==> config.mk <==
export PLATFORM = sky130hd
export DESIGN_NAME = id_ex_operand_stage
export DESIGN_NICKNAME = d
export VERILOG_FILES = /design/src/rtl/id_ex_operand_stage.sv
export SDC_FILE = /design/constraint.sdc
export NUM_CORES = 1
export LEC_CHECK = 0
export CORE_UTILIZATION = 40
export CTS_CLUSTER_DIAMETER = 60
export DETAILED_ROUTE_END_ITERATION = 10
export PLACE_DENSITY = 0.8
export SLEW_MARGIN = 20
export SYNTH_ARGS = -nofsm -noshare
export SYNTH_HDL_FRONTEND = slang
export SYNTH_SLANG_ARGS = --single-unit
export TNS_END_PERCENT = 5
==> constraint.sdc <==
create_clock -name clk -period 10.7 [get_ports clk]
set_input_delay 1.605 -clock clk [delete_from_list [all_inputs] [get_ports clk]]
set_output_delay 1.605 -clock clk [all_outputs]
set_load 0.1 [all_outputs]
==> src/rtl/id_ex_operand_stage.sv <==
// id_ex_operand_stage
//   Pipeline register sitting between instruction decode and the execute-stage
//   ALU. It captures one decoded instruction through a valid/ready handshake,
//   resolves EX/MEM and MEM/WB forwarding against the held source registers,
//   selects the immediate where requested and presents opc/lhs/rhs to the ALU.
//   A load followed by a dependent instruction is stalled one cycle (bubble),
//   and a flush from a taken branch/jump kills the held instruction.
//
// Ports
//   clk, rst                      rising-edge clock, async active-high reset
//   in_valid / in_ready           decode-side handshake
//   in_opc, in_rs1, in_rs2        opcode and source register addresses
//   in_rs1_data, in_rs2_data      register-file read data
//   in_imm, in_alu_src_imm        sign-extended immediate and rhs select
//   in_rd, in_reg_write           destination register and write enable
//   in_mem_read                   instruction is a load
//   flush                         kill held instruction and any capture
//   out_ready                     ALU stage consumes this cycle
//   exmem_* / memwb_*             forwarding producers (write, rd, result)
//   out_valid                     held instruction valid
//   opc, lhs, rhs                 ALU operation and operands
//   store_data                    forwarded rs2 value (ignores imm select)
//   out_rd, out_reg_write,
//   out_mem_read                  control passed down the pipe
module id_ex_operand_stage #(
  parameter int N  = 32,
  parameter int AW = 5
) (
  input  logic          clk,
  input  logic          rst,
  input  logic          in_valid,
  output logic          in_ready,
  input  logic [2:0]    in_opc,
  input  logic [AW-1:0] in_rs1,
  input  logic [AW-1:0] in_rs2,
  input  logic [N-1:0]  in_rs1_data,
  input  logic [N-1:0]  in_rs2_data,
  input  logic [N-1:0]  in_imm,
  input  logic          in_alu_src_imm,
  input  logic [AW-1:0] in_rd,
  input  logic          in_reg_write,
  input  logic          in_mem_read,
  input  logic          flush,
  input  logic          out_ready,
  input  logic          exmem_reg_write,
  input  logic [AW-1:0] exmem_rd,
  input  logic [N-1:0]  exmem_res,
  input  logic          memwb_reg_write,
  input  logic [AW-1:0] memwb_rd,
  input  logic [N-1:0]  memwb_res,
  output logic          out_valid,
  output logic [2:0]    opc,
  output logic [N-1:0]  lhs,
  output logic [N-1:0]  rhs,
  output logic [N-1:0]  store_data,
  output logic [AW-1:0] out_rd,
  output logic          out_reg_write,
  output logic          out_mem_read
);

  logic          valid_q;
  logic [2:0]    opc_q;
  logic [AW-1:0] rs1_q;
  logic [AW-1:0] rs2_q;
  logic [N-1:0]  rs1_data_q;
  logic [N-1:0]  rs2_data_q;
  logic [N-1:0]  imm_q;
  logic          alu_src_imm_q;
  logic [AW-1:0] rd_q;
  logic          reg_write_q;
  logic          mem_read_q;

  logic          load_use;
  logic          capture;
  logic [N-1:0]  src1;
  logic [N-1:0]  src2;

  // Picks the youngest producer writing the requested register; x0 is never
  // forwarded so its stored value always passes through.
  function automatic logic [N-1:0] resolve(
    input logic [AW-1:0] addr,
    input logic [N-1:0]  stored,
    input logic          ex_we,
    input logic [AW-1:0] ex_rd,
    input logic [N-1:0]  ex_res,
    input logic          wb_we,
    input logic [AW-1:0] wb_rd,
    input logic [N-1:0]  wb_res
  );
    logic [N-1:0] value;
    value = stored;
    if (ex_we && (ex_rd != '0) && (ex_rd == addr)) begin
      value = ex_res;
    end else if (wb_we && (wb_rd != '0) && (wb_rd == addr)) begin
      value = wb_res;
    end
    return value;
  endfunction

  // A held load whose result the incoming instruction needs cannot be
  // forwarded in time, so the incoming instruction is refused for one cycle.
  // Stores arrive with in_alu_src_imm=0, which keeps their rs2 in the check.
  always_comb begin
    load_use = valid_q && mem_read_q && (rd_q != '0) && in_valid &&
               ((in_rs1 == rd_q) || ((in_rs2 == rd_q) && !in_alu_src_imm));
  end

  assign in_ready = (!valid_q || out_ready) && !load_use;
  assign capture  = in_valid && in_ready && !flush;

  // Stage register. Flush beats capture; a capture may replace an instruction
  // draining the same cycle; otherwise a consumed instruction just drains and
  // an unconsumed one holds every field.
  always_ff @(posedge clk or posedge rst) begin
    if (rst) begin
      valid_q       <= 1'b0;
      opc_q         <= '0;
      rs1_q         <= '0;
      rs2_q         <= '0;
      rs1_data_q    <= '0;
      rs2_data_q    <= '0;
      imm_q         <= '0;
      alu_src_imm_q <= 1'b0;
      rd_q          <= '0;
      reg_write_q   <= 1'b0;
      mem_read_q    <= 1'b0;
    end else if (flush) begin
      valid_q     <= 1'b0;
      reg_write_q <= 1'b0;
      mem_read_q  <= 1'b0;
    end else if (capture) begin
      valid_q       <= 1'b1;
      opc_q         <= in_opc;
      rs1_q         <= in_rs1;
      rs2_q         <= in_rs2;
      rs1_data_q    <= in_rs1_data;
      rs2_data_q    <= in_rs2_data;
      imm_q         <= in_imm;
      alu_src_imm_q <= in_alu_src_imm;
      rd_q          <= in_rd;
      reg_write_q   <= in_reg_write;
      mem_read_q    <= in_mem_read;
    end else if (valid_q && out_ready) begin
      valid_q <= 1'b0;
    end
  end

  // Forwarding works on the registered addresses, so a held instruction keeps
  // tracking producers that advance underneath it.
  always_comb begin
    src1 = resolve(rs1_q, rs1_data_q, exmem_reg_write, exmem_rd, exmem_res,
                   memwb_reg_write, memwb_rd, memwb_res);
    src2 = resolve(rs2_q, rs2_data_q, exmem_reg_write, exmem_rd, exmem_res,
                   memwb_reg_write, memwb_rd, memwb_res);
  end

  assign out_valid     = valid_q;
  assign opc           = opc_q;
  assign lhs           = src1;
  assign rhs           = alu_src_imm_q ? imm_q : src2;
  assign store_data    = src2;
  assign out_rd        = rd_q;
  assign out_reg_write = reg_write_q;
  assign out_mem_read  = mem_read_q;

endmodule
# Yosys cells after proc, flatten, opt, wreduce, memory -nomap -nowiden
# Index checks and enable logic that the tools add are counted.
# op_classes
n_eq_ne	6
muxes	12
bitwise_logic	1
n_reduce_logical	27
# ops
op	n
2-to-1 mux 32 bit	5
== test 5 bit	6
logical AND 1 bit	15
nonzero test 5 bit	3
2-to-1 mux 1 bit	7
zero test 1 bit	4
nonzero test 3 bit	1
logical OR 1 bit	2
AND reduction 2 bit	1
nonzero test 2 bit	1
inverter 1 bit	1
# totals
ff_bits	118
inputBits	198
output_inout_bits	108
word_cells	57

# Depth between registers and ports, before layout
# Gate-level depths: netlist of run 1.
# logic_depth
ltp_word	10
mapped_depth	7
ltp_nobuf	5

# Least setup slack after synthesis of run 1
# No wires, ideal clock.
# synth_path
path_kind	in2out
from	input port memwb_rd[3]
to	output port rhs[10]
t_arrival_ns	5.304
required_time_ns	9.095
setup_slack_ns	3.791
cell_stages	6
path_buffers	1
path_cell_list	or4_1 o211ai_1 clkbuf_1 o21ai_0 a31oi_1 mux2_2
# synth_via
elab_chain_len	6
word_cells_on_any_way	7
cone_classes	eq/ne: 1; mux: 3; reduce/logical: 3
# synth_rtl
element	line	text
start: declaration	49	input logic [AW-1:0] memwb_rd,
nonzero test 5 bit	94	end else if (wb_we && (wb_rd != '0) && (wb_rd == addr)) begin
logical AND 1 bit	94	
logical AND 1 bit *	94	
2-to-1 mux 32 bit *	94	
2-to-1 mux 32 bit *	92	if (ex_we && (ex_rd != '0) && (ex_rd == addr)) begin
named net store_data[10]	55	output logic [N-1:0] store_data,
2-to-1 mux 32 bit *	160	assign rhs = alu_src_imm_q ? imm_q : src2;
end: declaration	54	output logic [N-1:0] rhs,
# The timed path passes the listed nets; every way through them passes the cells marked *.

# Final worst setup path of run 1
# layout_path
from	input port exmem_rd[1]
to	output port rhs[1]
# layout_via
elab_chain_len	5
word_cells_on_any_way	6
cone_classes	eq/ne: 1; mux: 2; reduce/logical: 3
# layout_rtl
element	line	text
start: declaration	46	input logic [AW-1:0] exmem_rd,
nonzero test 5 bit	92	
logical AND 1 bit	92	
logical AND 1 bit *	92	
2-to-1 mux 32 bit *	92	
2-to-1 mux 32 bit *	160	
# Mark *: on every way between the ends. The rest lies on a longest branch, timed or not.

==> run_results.csv, run 1 <==
group,metric,value,unit
run_status,status,"finished clean",
setup_path,reg2reg_depth,5,
clock_network,cts_buffers,17,
sta,final-hold-violation-count,0,
sta,fin_crit_sh,70.5,%
placement,placedInstanceArea,9840,um2
pwr,power_frac_seq,24.3,%
sta,setup_violations,0,
placement,dp_cells,1085,
routing,ant_nets,0,
die,die_h,131,um
synthesis,yosysMostFrequentCell,"dfrtp_1",
placement,gp_congestion,0.861,
sta,tns,0,ps
sta,rsz0062_at_grt,"false",
pwr,switching_share,48.7,%
pwr,p_leak,3.93,nW
synthesis,ys_warn_count,0,
synthesis,synthTopCellsByArea,"dfrtp_1 44%, mux2_2 16%, mux2_1 8.4%, mux2i_1 5.1%, a31oi_1 3.1%",
cells_and_area,drive_gt1_share,16.0,%
pwr,p_int,0.00123,W
synthesis,async_flop_share,100,%
clock_network,post_cts_buffers,0,
hold_path,hp-class,"flop to flop",
pwr,p_per_area,230,nW/um2
clock_network,root_buffer,"clkbuf_16",
routing,routed_wirelength,22400,um
setup_path,required,9100,ps
sta,final-max-slew-violation-count,0,
die,core_area,16100,um2
global_routing,grt_pass1_vias,6200,
cells_and_area,final_cells,1116,
global_routing,overflow,0,
clock_network,clockBufferDepth,2,
synthesis,synth_common_cells,"118 x dfrtp_1, 97 x mux2_2, 50 x mux2_1",
global_routing,grt_max_degree,66,
setup_path,worstSetupStartpointType,"input port",
sta,period_needed,7550,ps
synthesis,synth_flop_cell,"dfrtp_1",
clock_network,cts_resized,0,
cells_and_area,area_delta_synth_final,56.1,%
global_routing,antenna_found_initial,1,
synthesis,synth_edf_count,0,
setup_path,worstPathArrival,5940,ps
die,die_area,17200,um2
cells_and_area,fillers,1274,
hold_path,holdPathStages,1,
clock_network,hold_buffers,0,
placement,port_buffers,305,
routing,drtIter0Drc,381,
clock_network,cts_tree,"built",
synthesis,synth_top_area_share,44.3,%
clock_network,htreeDepth,4,
synthesis,synth_area,6660,um2
sta,tightest_slew,1090,ps
pwr,power.share.combinational,52.6,%
setup_path,worstSetupEndpointType,"output pin",
synthesis,seq_area_frac_synth,44.3,%
synthesis,synthDistinctLibCells,37,
setup_path,criticalPathCategory,"input port to output pin",
clock_network,clock_latency,420,ps
sta,final.setup_skew,11.9,ps
die,floorplan.initialDensity,41.5,%
cells_and_area,num_antenna_cells,0,
routing,routedWlPerCell,20.1,um
sta,fmax,133,MHz
sta,relSlewSlack,27.2,%
placement,post-dp-hpwl,15500,um
routing,routed-via-count,6082,
routing,drc,0,
die,ios,306,
synthesis,synth_cells,605,
die,rows,46,
routing,routed_via_density,5.45,
clock_network,clock-sinks,118,
setup_path,cp_max_fo,33,
run,drv_cap,0,
cells_and_area,nNetsFinal,1086,
clock_network,clk_pin_slew,50,ps
cells_and_area,fin_util,64.8,%
cells_and_area,finalInstanceArea,10400,um2
routing,drt-pass1-iter-count,5,
pwr,ir_drop,0.000169,V
synthesis,synth.avg_cell_area,11.0,um2
pwr,p_sw,0.00116,W
die,die_x,131,um
pwr,clockPowerShare,23.0,%
synthesis,yosys.area.top_type,"dfrtp_1",
synthesis,ys_ff_latch,118,
synthesis,synth_nets,803,
global_routing,track_usage,26.5,%
global_routing,grt_pass1_wl,33800,um
## cells in the final DEF, fill, tap and decap left out, drive strengths merged
cell type      synthesis  layout
nor3b                  1       1
inv                    2       2
and3                   1       1
o211a                  2       2
nand3                 34      34
a32oi                  1       1
a31oi                 33      33
xnor2                 22      22
o32ai                  1       1
clkinvlp               0       2
bufinv                 0       2
clkinv                 0       6
or4b                   1       1
nand4                  3       3
buf                   23       7
nor2                  33      33
nor4                   1       1
nand2                  3       3
a21oi                 33      33
dfrtp                118     118
nor3                  32      32
xor2                   8       8
o211ai                 3       3
nand2b                 1       1
clkbuf                25      21
or2                    1       1
nor4b                  1       1
mux2i                 34      34
a21boi                 1       1
nor2b                  1       1
o21a                   1       1
clkdlybuf4s50          0     305
o21ai                 33      33
or4                    4       4
mux2                 147     147
a211oi                 1       1
## registers in the layout (all words and copies together), names as in the netlist
register,flops
alu_src_imm_q,1
imm_q,32
opc,3
out_mem_read,1
out_rd,5
out_reg_write,1
out_valid,1
rs1_data_q,32
rs1_q,5
rs2_data_q,32
rs2_q,5
## final timing paths
check	from	end	slack [ps]
max in group asynchronous	rst	imm_q[12]$_DFFE_PP0P_	7740
max reg2reg	out_rd[1]$_DFFE_PP0P_	rs1_data_q[19]$_DFFE_PP0P_	7200
min reg2reg	imm_q[9]$_DFFE_PP0P_	imm_q[9]$_DFFE_PP0P_	480
max	exmem_rd[1]	rhs[1]	3150
min in group asynchronous	rst	imm_q[22]$_DFFE_PP0P_	1640
min	imm_q[9]$_DFFE_PP0P_	imm_q[9]$_DFFE_PP0P_	480
## final cells by class
cell class | instances | area (um2) | share of cell area (%)
multi-input combinational | 437 | 3500 | 33.6
sequential | 118 | 2950 | 28.4
clock buffer | 21 | 460 | 4.43
tap | 216 | 270 | 2.60
inverter | 2 | 10.0 | 0.0962
timing repair buffer | 312 | 3110 | 29.8
clock inverter | 10 | 105 | 1.01
## through the flow
stage                     setup slack [ps]  hold slack, ps  total power, W
after detailed placement              3190             469         0.00184
after global placement                3200             462         0.00183
final                                 3150             480         0.00239
after CTS                             3160             481         0.00240
after floorplan                       3790             451         0.00151
after global routing                  3030             489         0.00248
## layer usage
| metal | up-vias | routed length (um) | track usage (%) |
|---|---|---|---|
| li1 | 2793 | - | - |
| met1 | 2941 | 8720 | 31.2 |
| met2 | 294 | 10900 | 44.1 |
| met3 | 52 | 2090 | 8.69 |
| met4 | 2 | 653 | 12.0 |
| met5 | - | 13 | 0 |
## power by group through the flow
stage / Sequential [W] / Clock (W) / Combinational (W)
finish: 0.000581 / 0.000551 / 0.00126
detailed placement: 0.000587 / 0 / 0.00126
floorplan: 0.000605 / 0 / 0.000907
CTS: 0.000580 / 0.000561 / 0.00126
global route: 0.000591 / 0.000585 / 0.00130
global placement: 0.000584 / 0 / 0.00125
## logic make-up after synthesis
group	Yosys count	share of synthesized area, %
compound gates	109	9.56
buf+inv	50	3.66
mux	181	29.9
xor+xnor	30	3.94
simple gates	117	8.58
flops	118	44.3
## worst max-delay path, cell delays in order
cell,delay [ps]
clkdlybuf4s50_1,470
or4_1,610
o211ai_4,860
or2_2,790
a31oi_1,250
mux2_2,340
clkdlybuf4s50_1,970
Note: power is estimated with default switching activity, not from simulation.
==> inputs of run 2 (changes only) <==
- clock period: 10.7 -> 7.8 ns (I/O delays scaled with it)
==> run 2 against run 1 <==
  * Routed wire length rose by 2.0%
  * Final cell count rose by 0.27%
  * Sequential share of layout area fell by 0.32 points
  * Non-clock buffer count rose by 1
  * Die area did not move
  * Critical path type unchanged
  * Largest cell class unchanged
  * Highest routed layer is now met4
==> run_results.csv, run 2 (same netlist as run 1, synthesis figures left out) <==
group,metric,value,unit
cells_and_area,fillers,1222,
clock_network,clock-sinks,118,
pwr,power_frac_seq,23.4,%
die,core_area,16100,um2
setup_path,cpPeakStageDelay,980,ps
setup_path,reg2reg_depth,5,
clock_network,cts_resized,0,
global_routing,antenna_found_initial,1,
die,die_x,131,um
cells_and_area,reg.largest.list,"imm_q x32, rs1_data_q x32, rs2_data_q x32",
die,ios,306,
routing,drt-pass1-iter-count,5,
setup_path,worstPathArrival,5130,ps
cells_and_area,regArea,2950,um2
routing,routed-via-count,6132,
placement,post-dp-hpwl,15500,um
setup_path,cp_slowest_cell,"clkdlybuf4s50_1",
clock_network,clk_pin_slew,50,ps
run,drv_cap,0,
pwr,p_sw,0.00162,W
sta,setup_violations,0,
pwr,power.share.combinational,50.7,%
cells_and_area,fin_util,65.5,%
setup_path,cpMostUsedCell,"clkdlybuf4s50_1",
placement,place_ws,1540,ps
run_status,status,"finished clean",
setup_path,cp_max_fo,33,
placement,gp_congestion,0.841,
pwr,p_leak,3.98,nW
clock_network,post_cts_buffers,0,
pwr,clockPowerShare,25.9,%
routing,ant_nets,0,
setup_path,critPathBufInv,3,
setup_path,cp_num_cells,8,
global_routing,grt_pass1_vias,6205,
placement,placedInstanceArea,9850,um2
placement,port_buffers,305,
clock_network,cts_buffers,17,
setup_path,worstSetupEndpointType,"output pin",
setup_path,crit_chain,"clkdlybuf4s50_1 -> or4_1 -> o211ai_4 -> buf_4 -> or2_2 -> a31oi_1 -> mux2_2 -> clkdlybuf4s50_1",
pwr,p_per_area,324,nW/um2
global_routing,grt_pass1_wl,34000,um
cells_and_area,multiInputGateArea,3500,um2
pwr,p_int,0.00180,W
sta,relSlewSlack,30.8,%
sta,tns,0,ps
global_routing,track_usage,26.7,%
sta,period_needed,6300,ps
sta,final-hold-violation-count,0,
sta,fin_crit_sh,80.7,%
sta,tightest_slew,1040,ps
setup_path,required,6630,ps
global_routing,overflow,0,
cells_and_area,finalInstanceArea,10500,um2
routing,routed_wirelength,22900,um
cells_and_area,area_delta_synth_final,57.9,%
clock_network,clock_latency,420,ps
cells_and_area,layout_commonest_cell,"clkdlybuf4s50_1",
sta,final-max-slew-violation-count,0,
die,rows,46,
setup_path,crit_family,"buffers and inverters",
clock_network,root_buffer,"clkbuf_16",
die,floorplan.initialDensity,41.5,%
setup_path,worstSetupStartpointType,"input port",
cells_and_area,nNetsFinal,1087,
die,die_h,131,um
clock_network,htreeDepth,4,
routing,drc,0,
clock_network,clockBufferDepth,2,
routing,routed_via_density,5.48,
clock_network,hold_buffers,0,
routing,drtIter0Drc,335,
sta,final.setup_skew,7.95,ps
cells_and_area,drive_gt1_share,16.4,%
die,die_area,17200,um2
pwr,ir_drop,0.000182,V
routing,routedWlPerCell,20.4,um
pwr,switching_share,47.4,%
hold_path,hp-class,"flop to flop",
sta,rsz0062_at_grt,"false",
clock_network,cts_tree,"built",
hold_path,holdPathStages,1,
sta,fmax,159,MHz
sta,fin_ws,1500,ps
setup_path,criticalPathCategory,"input port to output pin",
cells_and_area,final_cell_mix,"304 x clkdlybuf4s50_1, 117 x dfrtp_1, 97 x mux2_2",
global_routing,grt_max_degree,99,
==> run 2: cell types whose count changed in the layout (fill, tap and decap cells not counted), moves of 2 or more <==
cell        before  now
clkinv_2         6    2
clkbuf_1         2    0
clkinvlp_4       2    4
bufinv_16        2    5
==> run 2: path summary, 6_finish.rpt <==
check	from	endpoint	slack, ps
max in group asynchronous	rst	alu_src_imm_q$_DFFE_PP0P_	5210
min in group asynchronous	rst	rs1_data_q[19]$_DFFE_PP0P_	1220
setup / recovery	exmem_rd[1]	rhs[2]	1500
hold reg to reg	imm_q[5]$_DFFE_PP0P_	imm_q[5]$_DFFE_PP0P_	480
setup reg to reg	out_rd[1]$_DFFE_PP0P_	rs1_data_q[25]$_DFFE_PP0P_	4500
hold / removal	imm_q[5]$_DFFE_PP0P_	imm_q[5]$_DFFE_PP0P_	480
==> run 2: worst register-to-register path: stages, from the launching register on <==
cell	delay [ps]
dfrtp_1	450
or4_1	600
o211a_1	310
a211oi_4	840
buf_12	520
mux2_2	460
==> run 2: per-stage QoR <==
stage                     hold WS (ps)  cells  power [W]
after detailed placement           469   1086    0.00253
after global placement             461   1086    0.00252
after CTS                          482   1118    0.00342
after global routing               491   1119    0.00352
after floorplan                    451    605    0.00207
final                              481   1119    0.00341
==> run 2: layer usage <==
metal	part of all wire, %	GRT usage, %	up-vias
met4	3.8	13.7	0
met5	0	0	-
li1	-	-	2791
met3	8.5	7.55	63
met1	40	32.0	2961
met2	48	43.8	317
==> run 2: cell type report <==
class / count / area share (%)
multi-input cells: 437 / 33.3
clock inverters: 12 / 1.89
flip-flops and latches: 118 / 28.1
diodes: 1 / 0.0238
clock buffers: 20 / 4.43
repair buffers: 313 / 29.7
inverters: 2 / 0.0951
well taps: 216 / 2.57
==> run 2: power by group through the flow <==
stage / Clock, W / Combinational [W] / Sequential, W
after CTS: 0.000894 / 0.00173 / 0.000797
after floorplan: 0 / 0.00124 / 0.000830
final: 0.000884 / 0.00173 / 0.000797
after detailed placement: 0 / 0.00173 / 0.000806
after global routing: 0.000918 / 0.00179 / 0.000811
after global placement: 0 / 0.00172 / 0.000801
